$ cat src/rtl/hazard_scoreboard.sv
// Hazard/forwarding controller sitting beside ID. Tracks the destination
// register of each in-flight writer for NUM_STAGES stages after ID, picks a
// forward source per read port, raises a load-use stall and counts stall cycles.
module hazard_scoreboard #(
  parameter int NUM_STAGES     = 3,
  parameter int REG_ADDR_W     = 5,
  parameter int NUM_READ_PORTS = 2,
  parameter int LOAD_STAGE     = 2,
  parameter int CNT_W          = 16,
  localparam int SEL_W         = $clog2(NUM_STAGES + 1)
) (
  input  logic                                 i_clk,
  input  logic                                 i_rst,
  input  logic                                 i_stall,
  input  logic                                 i_flush,
  input  logic                                 i_issue_valid,
  input  logic                                 i_issue_wr,
  input  logic                                 i_issue_load,
  input  logic [REG_ADDR_W-1:0]                i_issue_rd,
  input  logic [NUM_READ_PORTS*REG_ADDR_W-1:0] i_rs,
  input  logic [NUM_READ_PORTS-1:0]            i_rs_used,
  output logic                                 o_hazard,
  output logic [NUM_READ_PORTS*SEL_W-1:0]      o_fwd_sel,
  output logic [NUM_STAGES-1:0]                o_stage_valid,
  output logic [CNT_W-1:0]                     o_stall_cnt
);

  // Index k-1 holds stage k (stage 1 = ID/EX).
  logic [NUM_STAGES-1:0] valid_q;
  logic [NUM_STAGES-1:0] load_q;
  logic [REG_ADDR_W-1:0] rd_q [NUM_STAGES];
  logic [CNT_W-1:0]      cnt_q;

  logic [NUM_READ_PORTS-1:0] load_use;
  logic                      enter;

  // Forward select and load-use per port. Oldest stage is scanned first so the
  // youngest matching stage overwrites it and wins.
  always_comb begin
    o_fwd_sel = '0;
    load_use  = '0;
    for (int p = 0; p < NUM_READ_PORTS; p++) begin
      for (int k = NUM_STAGES - 1; k >= 0; k--) begin
        if (i_rs_used[p] && (i_rs[p*REG_ADDR_W +: REG_ADDR_W] != '0) &&
            valid_q[k] && (rd_q[k] == i_rs[p*REG_ADDR_W +: REG_ADDR_W])) begin
          o_fwd_sel[p*SEL_W +: SEL_W] = SEL_W'(k + 1);
          load_use[p]                 = load_q[k] && ((k + 1) < LOAD_STAGE);
        end
      end
    end
  end

  // Stall only a live, unflushed ID instruction; a flushed one must not enter either.
  always_comb begin
    o_hazard = (|load_use) && i_issue_valid && !i_flush;
    enter    = i_issue_valid && i_issue_wr && (i_issue_rd != '0) && !o_hazard && !i_flush;
  end

  // Advance the tracked writers and the saturating stall counter; freeze on i_stall.
  always_ff @(posedge i_clk) begin
    if (i_rst) begin
      valid_q <= '0;
      load_q  <= '0;
      for (int k = 0; k < NUM_STAGES; k++) rd_q[k] <= '0;
      cnt_q   <= '0;
    end else if (!i_stall) begin
      for (int k = NUM_STAGES - 1; k >= 1; k--) begin
        valid_q[k] <= valid_q[k-1];
        load_q[k]  <= load_q[k-1];
        rd_q[k]    <= rd_q[k-1];
      end
      valid_q[0] <= enter;
      load_q[0]  <= enter && i_issue_load;
      rd_q[0]    <= i_issue_rd;
      if (o_hazard && (cnt_q != '1)) cnt_q <= cnt_q + 1'b1;
    end
  end

  assign o_stage_valid = valid_q;
  assign o_stall_cnt   = cnt_q;

endmodule

$ cat config.mk
export PLATFORM = sky130hd
export DESIGN_NAME = hazard_scoreboard
export DESIGN_NICKNAME = d
export VERILOG_FILES = /design/src/rtl/hazard_scoreboard.sv
export SDC_FILE = /design/constraint.sdc
export NUM_CORES = 1
export LEC_CHECK = 0
export CAP_MARGIN = 10
export CORE_ASPECT_RATIO = 0.5
export CORE_MARGIN = 2
export CORE_UTILIZATION = 50
export CTS_BUF_LIST = sky130_fd_sc_hd__clkbuf_2
export DETAILED_ROUTE_END_ITERATION = 10
export HOLD_SLACK_MARGIN = 0.15
export PLACE_DENSITY = 0.86
export SYNTH_ARGS = -nofsm -noshare
export SYNTH_HDL_FRONTEND = slang
export SYNTH_SLANG_ARGS = --single-unit
export TNS_END_PERCENT = 1
$ cat constraint.sdc
create_clock -name i_clk -period 3.2 [get_ports i_clk]
set_input_delay 0.64 -clock i_clk [delete_from_list [all_inputs] [get_ports i_clk]]
set_output_delay 0.64 -clock i_clk [all_outputs]
set_load 0.02 [all_outputs]
---- Word level (Yosys, flattened, before mapping) ----
Memory sizes are Yosys's and may differ from the RTL's.
Index checks and enable logic that the tools add are counted.
cells by class
  bitwise logic cells ..................... 4
  add/sub/neg operators ................... 1
  equal/unequal tests ..................... 7
  reductions and logical operators ........ 29
  mux-type cells .......................... 16
operator list
  operator                                        number
  equality test 5 bit                             6
  logical AND 1 bit                               22
  adder 16 x 1 -> 16 bit (second input constant)  1
  != test 16 bit (second input constant)          1
  2-to-1 mux 5 bit                                3
  nonzero test 5 bit                              3
  2-to-1 mux 2 bit                                6
  2-to-1 mux 1 bit                                7
  bitwise OR 1 bit                                3
  logical NOT 1 bit                               2
  AND reduction 2 bit                             1
  OR reduction 2 bit                              1
  NOT 1 bit                                       1
storage, ports and cells
  memories kept ........................... 1
  RAM bits ................................ 15
  output and inout port bits .............. 24
  bits in registers ....................... 20
memory list
  name  depth  width  read ports  clocked after Yosys merged registers in  write ports  line  source
  rd_q  3      5      3           0                                        3            31    logic [REG_ADDR_W-1:0] rd_q [NUM_STAGES];

---- Longest topological paths before layout ----
  depth after elaboration ................. 12
  mapped depth ............................ 8

---- Least setup slack after synthesis ----
Ideal clock, no wire load.
  path kind ............................... input to output
  start point ............................. in i_rs[6]
  end point ............................... out o_hazard
  setup slack ............................. 551 ps
  required time ........................... 2560 ps
  arrival ................................. 2009 ps
  stages .................................. 5
  cell sequence ........................... or4_1 > o21a_1 > and4_1 > or2_2 > nor2b_1
between the ends
  word-level cells in the longest chain between the ends .. 8
  elaborated cells on any way between the ends .. 9
  those cells by class .................... eq/ne: 1; mux: 1; reduce/logical: 7
ends and longest elaborated chain
  element                              line  source
  from (decl)                          20    input logic [NUM_READ_PORTS*REG_ADDR_W-1:0] i_rs,
  nonzero test 5 bit                   44    if (i_rs_used[p] && (i_rs[p*REG_ADDR_W +: REG_ADDR_W] != '0) &&
  logical AND 1 bit (2 in series)      44
  logical AND 1 bit (*)                45    valid_q[k] && (rd_q[k] == i_rs[p*REG_ADDR_W +: REG_ADDR_W])) begin
  2-to-1 mux 1 bit (*)                 44
  OR reduction 2 bit (*)               55    o_hazard = (|load_use) && i_issue_valid && !i_flush;
  logical AND 1 bit (*) (2 in series)  55
  to (decl)                            22    output logic o_hazard,
Every way passes the cells marked *; elsewhere a longest branch is shown, timed or not.

---- Worst setup path after layout ----
  start point ............................. in i_rs[2]
  end point ............................... out o_hazard
Same word-level chain as after synthesis.

==> results.sh <==
export IMPL_regArea_um2=851
export IMPL_core_region_area_um2=3570
export IMPL_wire_per_inst_um=14.4
export IMPL_start_util_pct=54.1
export IMPL_crit_end="o_hazard"
export IMPL_antenna_found_initial=0
export IMPL_clk_pin_slew_worst_paths_ps=180
export IMPL_worstRegToRegCells=8
export IMPL_seqPwrFrac_pct=60.2
export IMPL_power_internal_mw=0.606
export IMPL_hpwlAfterDp_um=3360
export IMPL_cp_cell_sequence="clkdlybuf4s50_1, or4_4, o21ai_2, buf_6, nor3_2, or2_2, nor2b_1, buf_4"
export IMPL_grt_pass1_wl_um=7250
export IMPL_r2r_start="rd_q[0][1]$_SDFFCE_PN0P_"
export IMPL_critPathArrivalTime_ps=2550
export IMPL_fin_nets=290
export IMPL_hold_class="flop to flop"
export IMPL_diodes=0
export IMPL_ys_seq_area_share_pct=44.1
export IMPL_clkPwrFrac_pct=25.6
export IMPL_cts_root_buffer="clkbuf_2"
export IMPL_rows=15
export IMPL_tightest_slew_ps=594
export IMPL_hold_viol=0
export IMPL_cap_violations=0
export IMPL_cts_tree="built"
export IMPL_finalCritPeriodShare_pct=99.8
export IMPL_die_w_um=91.9
export IMPL_dr_total_vias=1702
export IMPL_die_y_um=47.9
export IMPL_gp_congestion=0.803
export IMPL_synth_fp_nets=225
export IMPL_yosysWarnings=0
export IMPL_switching_share_pct=26.5
export IMPL_setup_viol=0
export IMPL_final_util_pct=73.4
export IMPL_clock_sink_count=35
export IMPL_drtPass1Iterations=4
export IMPL_crit_type="input pin to output port"
export IMPL_fin_setup_tns_ps=0
export IMPL_nFillCells=271
export IMPL_grt_pass1_vias=1641
export IMPL_dr_first_iter_drc_count=100
export IMPL_die_area_um2=4400
export IMPL_clk_path_buf_depth=2
export IMPL_overflow=0
export IMPL_timing_fmax_mhz=313
export IMPL_grt_usage_pct=22.0
export IMPL_path_max_fanout=4
export IMPL_power_leakage_nw=0.972
export IMPL_status="complete, no violations"
export IMPL_cp_num_buf_inv=3
export IMPL_ant_nets=0
export IMPL_post_route_min_period_ps=3190
export IMPL_via_per_inst=5.37
export IMPL_critPathMaxStageDelay_ps=540
export IMPL_layout_drive_gt1_share_pct=14.3
export IMPL_finalMaxSlewViolations=0
export IMPL_r2r_slack_ps=980
export IMPL_rsz0062_at_grt="yes"
export IMPL_syn_inst=200
export IMPL_synth_seq_cells=35
export IMPL_avgSynthCellArea_um2=9.65
export IMPL_multi_input_area_um2=1030
export IMPL_clock_latency_ps=400
export IMPL_worstReg2RegEnd="o_stall_cnt[9]$_SDFFE_PP0P_"
export IMPL_path_delay_family="simple AND/OR/NAND/NOR gates"
export IMPL_crit_slowest_cell="or4_4"
export IMPL_p_sw_mw=0.218
export IMPL_ios=48
export IMPL_worst_setup_path_start_kind="input pin"
export IMPL_portBuffers=47
export IMPL_comb_power_share_pct=14.2
export IMPL_synth_cell_types=38
export IMPL_endpoint_kind="output port"
export IMPL_numCtsBuffers=5
export IMPL_synthesis_area_um2=1930
export IMPL_drc=0
export IMPL_area_delta_synth_final_pct=35.6
export IMPL_grt_max_degree=31
export IMPL_ir_worst_vdd_uv=245
export IMPL_wl_um=4570
export IMPL_cts_htree_levels=2
export IMPL_p_per_area_nw_per_um2=315
export IMPL_cp_depth=8
export IMPL_startpoint="i_rs[2]"
export IMPL_slew_headroom_pct=60.4
export IMPL_worstPathRequired_ps=2560
export IMPL_clock_skew_ps=41.9
## per-stage QoR
step | setup WS, ps | hold slack [ps] | power [mW] | cells | cell area (µm²)
2_1_floorplan | 551 | 473 | 0.555 | 200 | 1930
3_3_place_gp | -371 | 477 | 0.615 | 308 | 2560
3_5_place_dp | -421 | 492 | 0.619 | 308 | 2560
4_1_cts | -38.7 | 513 | 0.826 | 317 | 2610
5_1_grt | -15.5 | 533 | 0.857 | 317 | 2620
6_report | 6.05 | 509 | 0.824 | 317 | 2620
## worst min-delay path by stage
stage / from / end / cells after the start
2_1_floorplan: load_q[0]$_SDFFE_PP0N_ / load_q[0]$_SDFFE_PP0N_ / 1
3_3_place_gp: o_stall_cnt[5]$_SDFFE_PP0P_ / o_stall_cnt[5]$_SDFFE_PP0P_ / 2
3_5_place_dp: o_stall_cnt[5]$_SDFFE_PP0P_ / o_stall_cnt[5]$_SDFFE_PP0P_ / 2
4_1_cts: o_stall_cnt[5]$_SDFFE_PP0P_ / o_stall_cnt[5]$_SDFFE_PP0P_ / 2
5_1_grt: o_stall_cnt[12]$_SDFFE_PP0P_ / o_stall_cnt[12]$_SDFFE_PP0P_ / 2
6_report: o_stall_cnt[5]$_SDFFE_PP0P_ / o_stall_cnt[5]$_SDFFE_PP0P_ / 2
## power by group through the flow
stage          clock (mW)  combinational, mW  sequential, mW
2_1_floorplan           0             0.0519           0.503
5_1_grt             0.231              0.127           0.499
4_1_cts             0.214              0.115           0.496
3_5_place_dp            0              0.113           0.506
3_3_place_gp            0              0.110           0.505
6_report            0.211              0.117           0.496
## logic make-up (layout without fill, tap and decap cells)
logic type | count (synthesis) | after routing | share of synthesized area, %
and+or+nand+nor | 82 | 82 | 25.1
AOI/OAI and AO/OA | 37 | 37 | 11.5
DFF | 35 | 35 | 44.1
xor gates and xnor gates | 31 | 31 | 14.1
buffers and inverters | 11 | 77 | 3.11
muxes | 3 | 3 | 1.56
adders and majority gates | 1 | 1 | 0.648
## sequential cells by signal, summed over array words and instances, names as in the netlist
register / cells
rd_q: 15
load_q: 1
o_stall_cnt: 16
o_stage_valid: 3
## synth_stat cells (all sizes together)
master,instances,area (µm²)
a21o,1,7.51
a21oi,15,75.1
a22o,1,8.76
a31oi,1,6.26
and2,16,100
and3,2,12.5
and4,2,17.5
buf,3,30.0
clkbuf,4,15.0
dfxtp,20,400
edfxtp,15,450
ha,1,12.5
inv,4,15.0
mux2i,3,30.0
nand2,5,18.8
nand2b,2,12.5
nand3,10,50.1
nand3b,1,7.51
nand4,6,37.5
nor2,9,33.8
nor2b,3,18.8
nor3,3,20.0
nor4,4,25.0
o2111ai,1,8.76
o21a,1,7.51
o21ai,10,53.8
o31a,1,8.76
o31ai,6,45.0
or2,2,12.5
or3,8,50.1
or4,9,67.6
xnor2,14,123
xor2,17,149
## per-layer routing
metal	share of wire [%]	up-vias	routed length (µm)	track usage (%)
met5	0	-	0	0
met1	45	798	2080	25.3
met4	0.79	0	36	7.46
li1	-	858	-	-
met2	49	41	2250	42.6
met3	4.5	5	205	5.51
## tightest hold or removal path: stages (launching register included)
cell and delay, ps:
dfxtp_1 360, o21ai_0 70, a21oi_1 60
## what timing repair did
action	in CTS	in global routing
endpoints found under the hold margin	0	0
setup buffers	1	0
pin swaps	1	2
endpoints found under the setup margin	5	5
gates resized for setup	18	6
hold buffers	0	0
## area by class of cell
type                       count  share of cell area (%)
timing repair buffer          65                    23.4
tap                           51                    2.44
multi-input combinational    154                    39.5
clock buffer                   6                    1.15
inverter                       4                   0.573
sequential                    35                    32.5
clock inverter                 2                   0.478
## cell usage in the layout (no fill, tap or decap), drive strengths merged, types with 2 or more instances in the layout
master	instances
clkdlybuf4s50	40
a21oi	15
buf	20
nand2	5
inv	4
edfxtp	15
or4	9
clkbuf	7
nand2b	2
and4	2
or2	2
nand3	10
nor4	4
and3	2
and2	16
or3	8
o21ai	10
clkdlybuf4s15	2
dfxtp	20
mux2i	3
o31ai	6
nand4	6
nor3	3
xnor2	14
nor2	9
xor2	17
nor2b	3
Note: power is estimated with default switching activity, not from simulation.
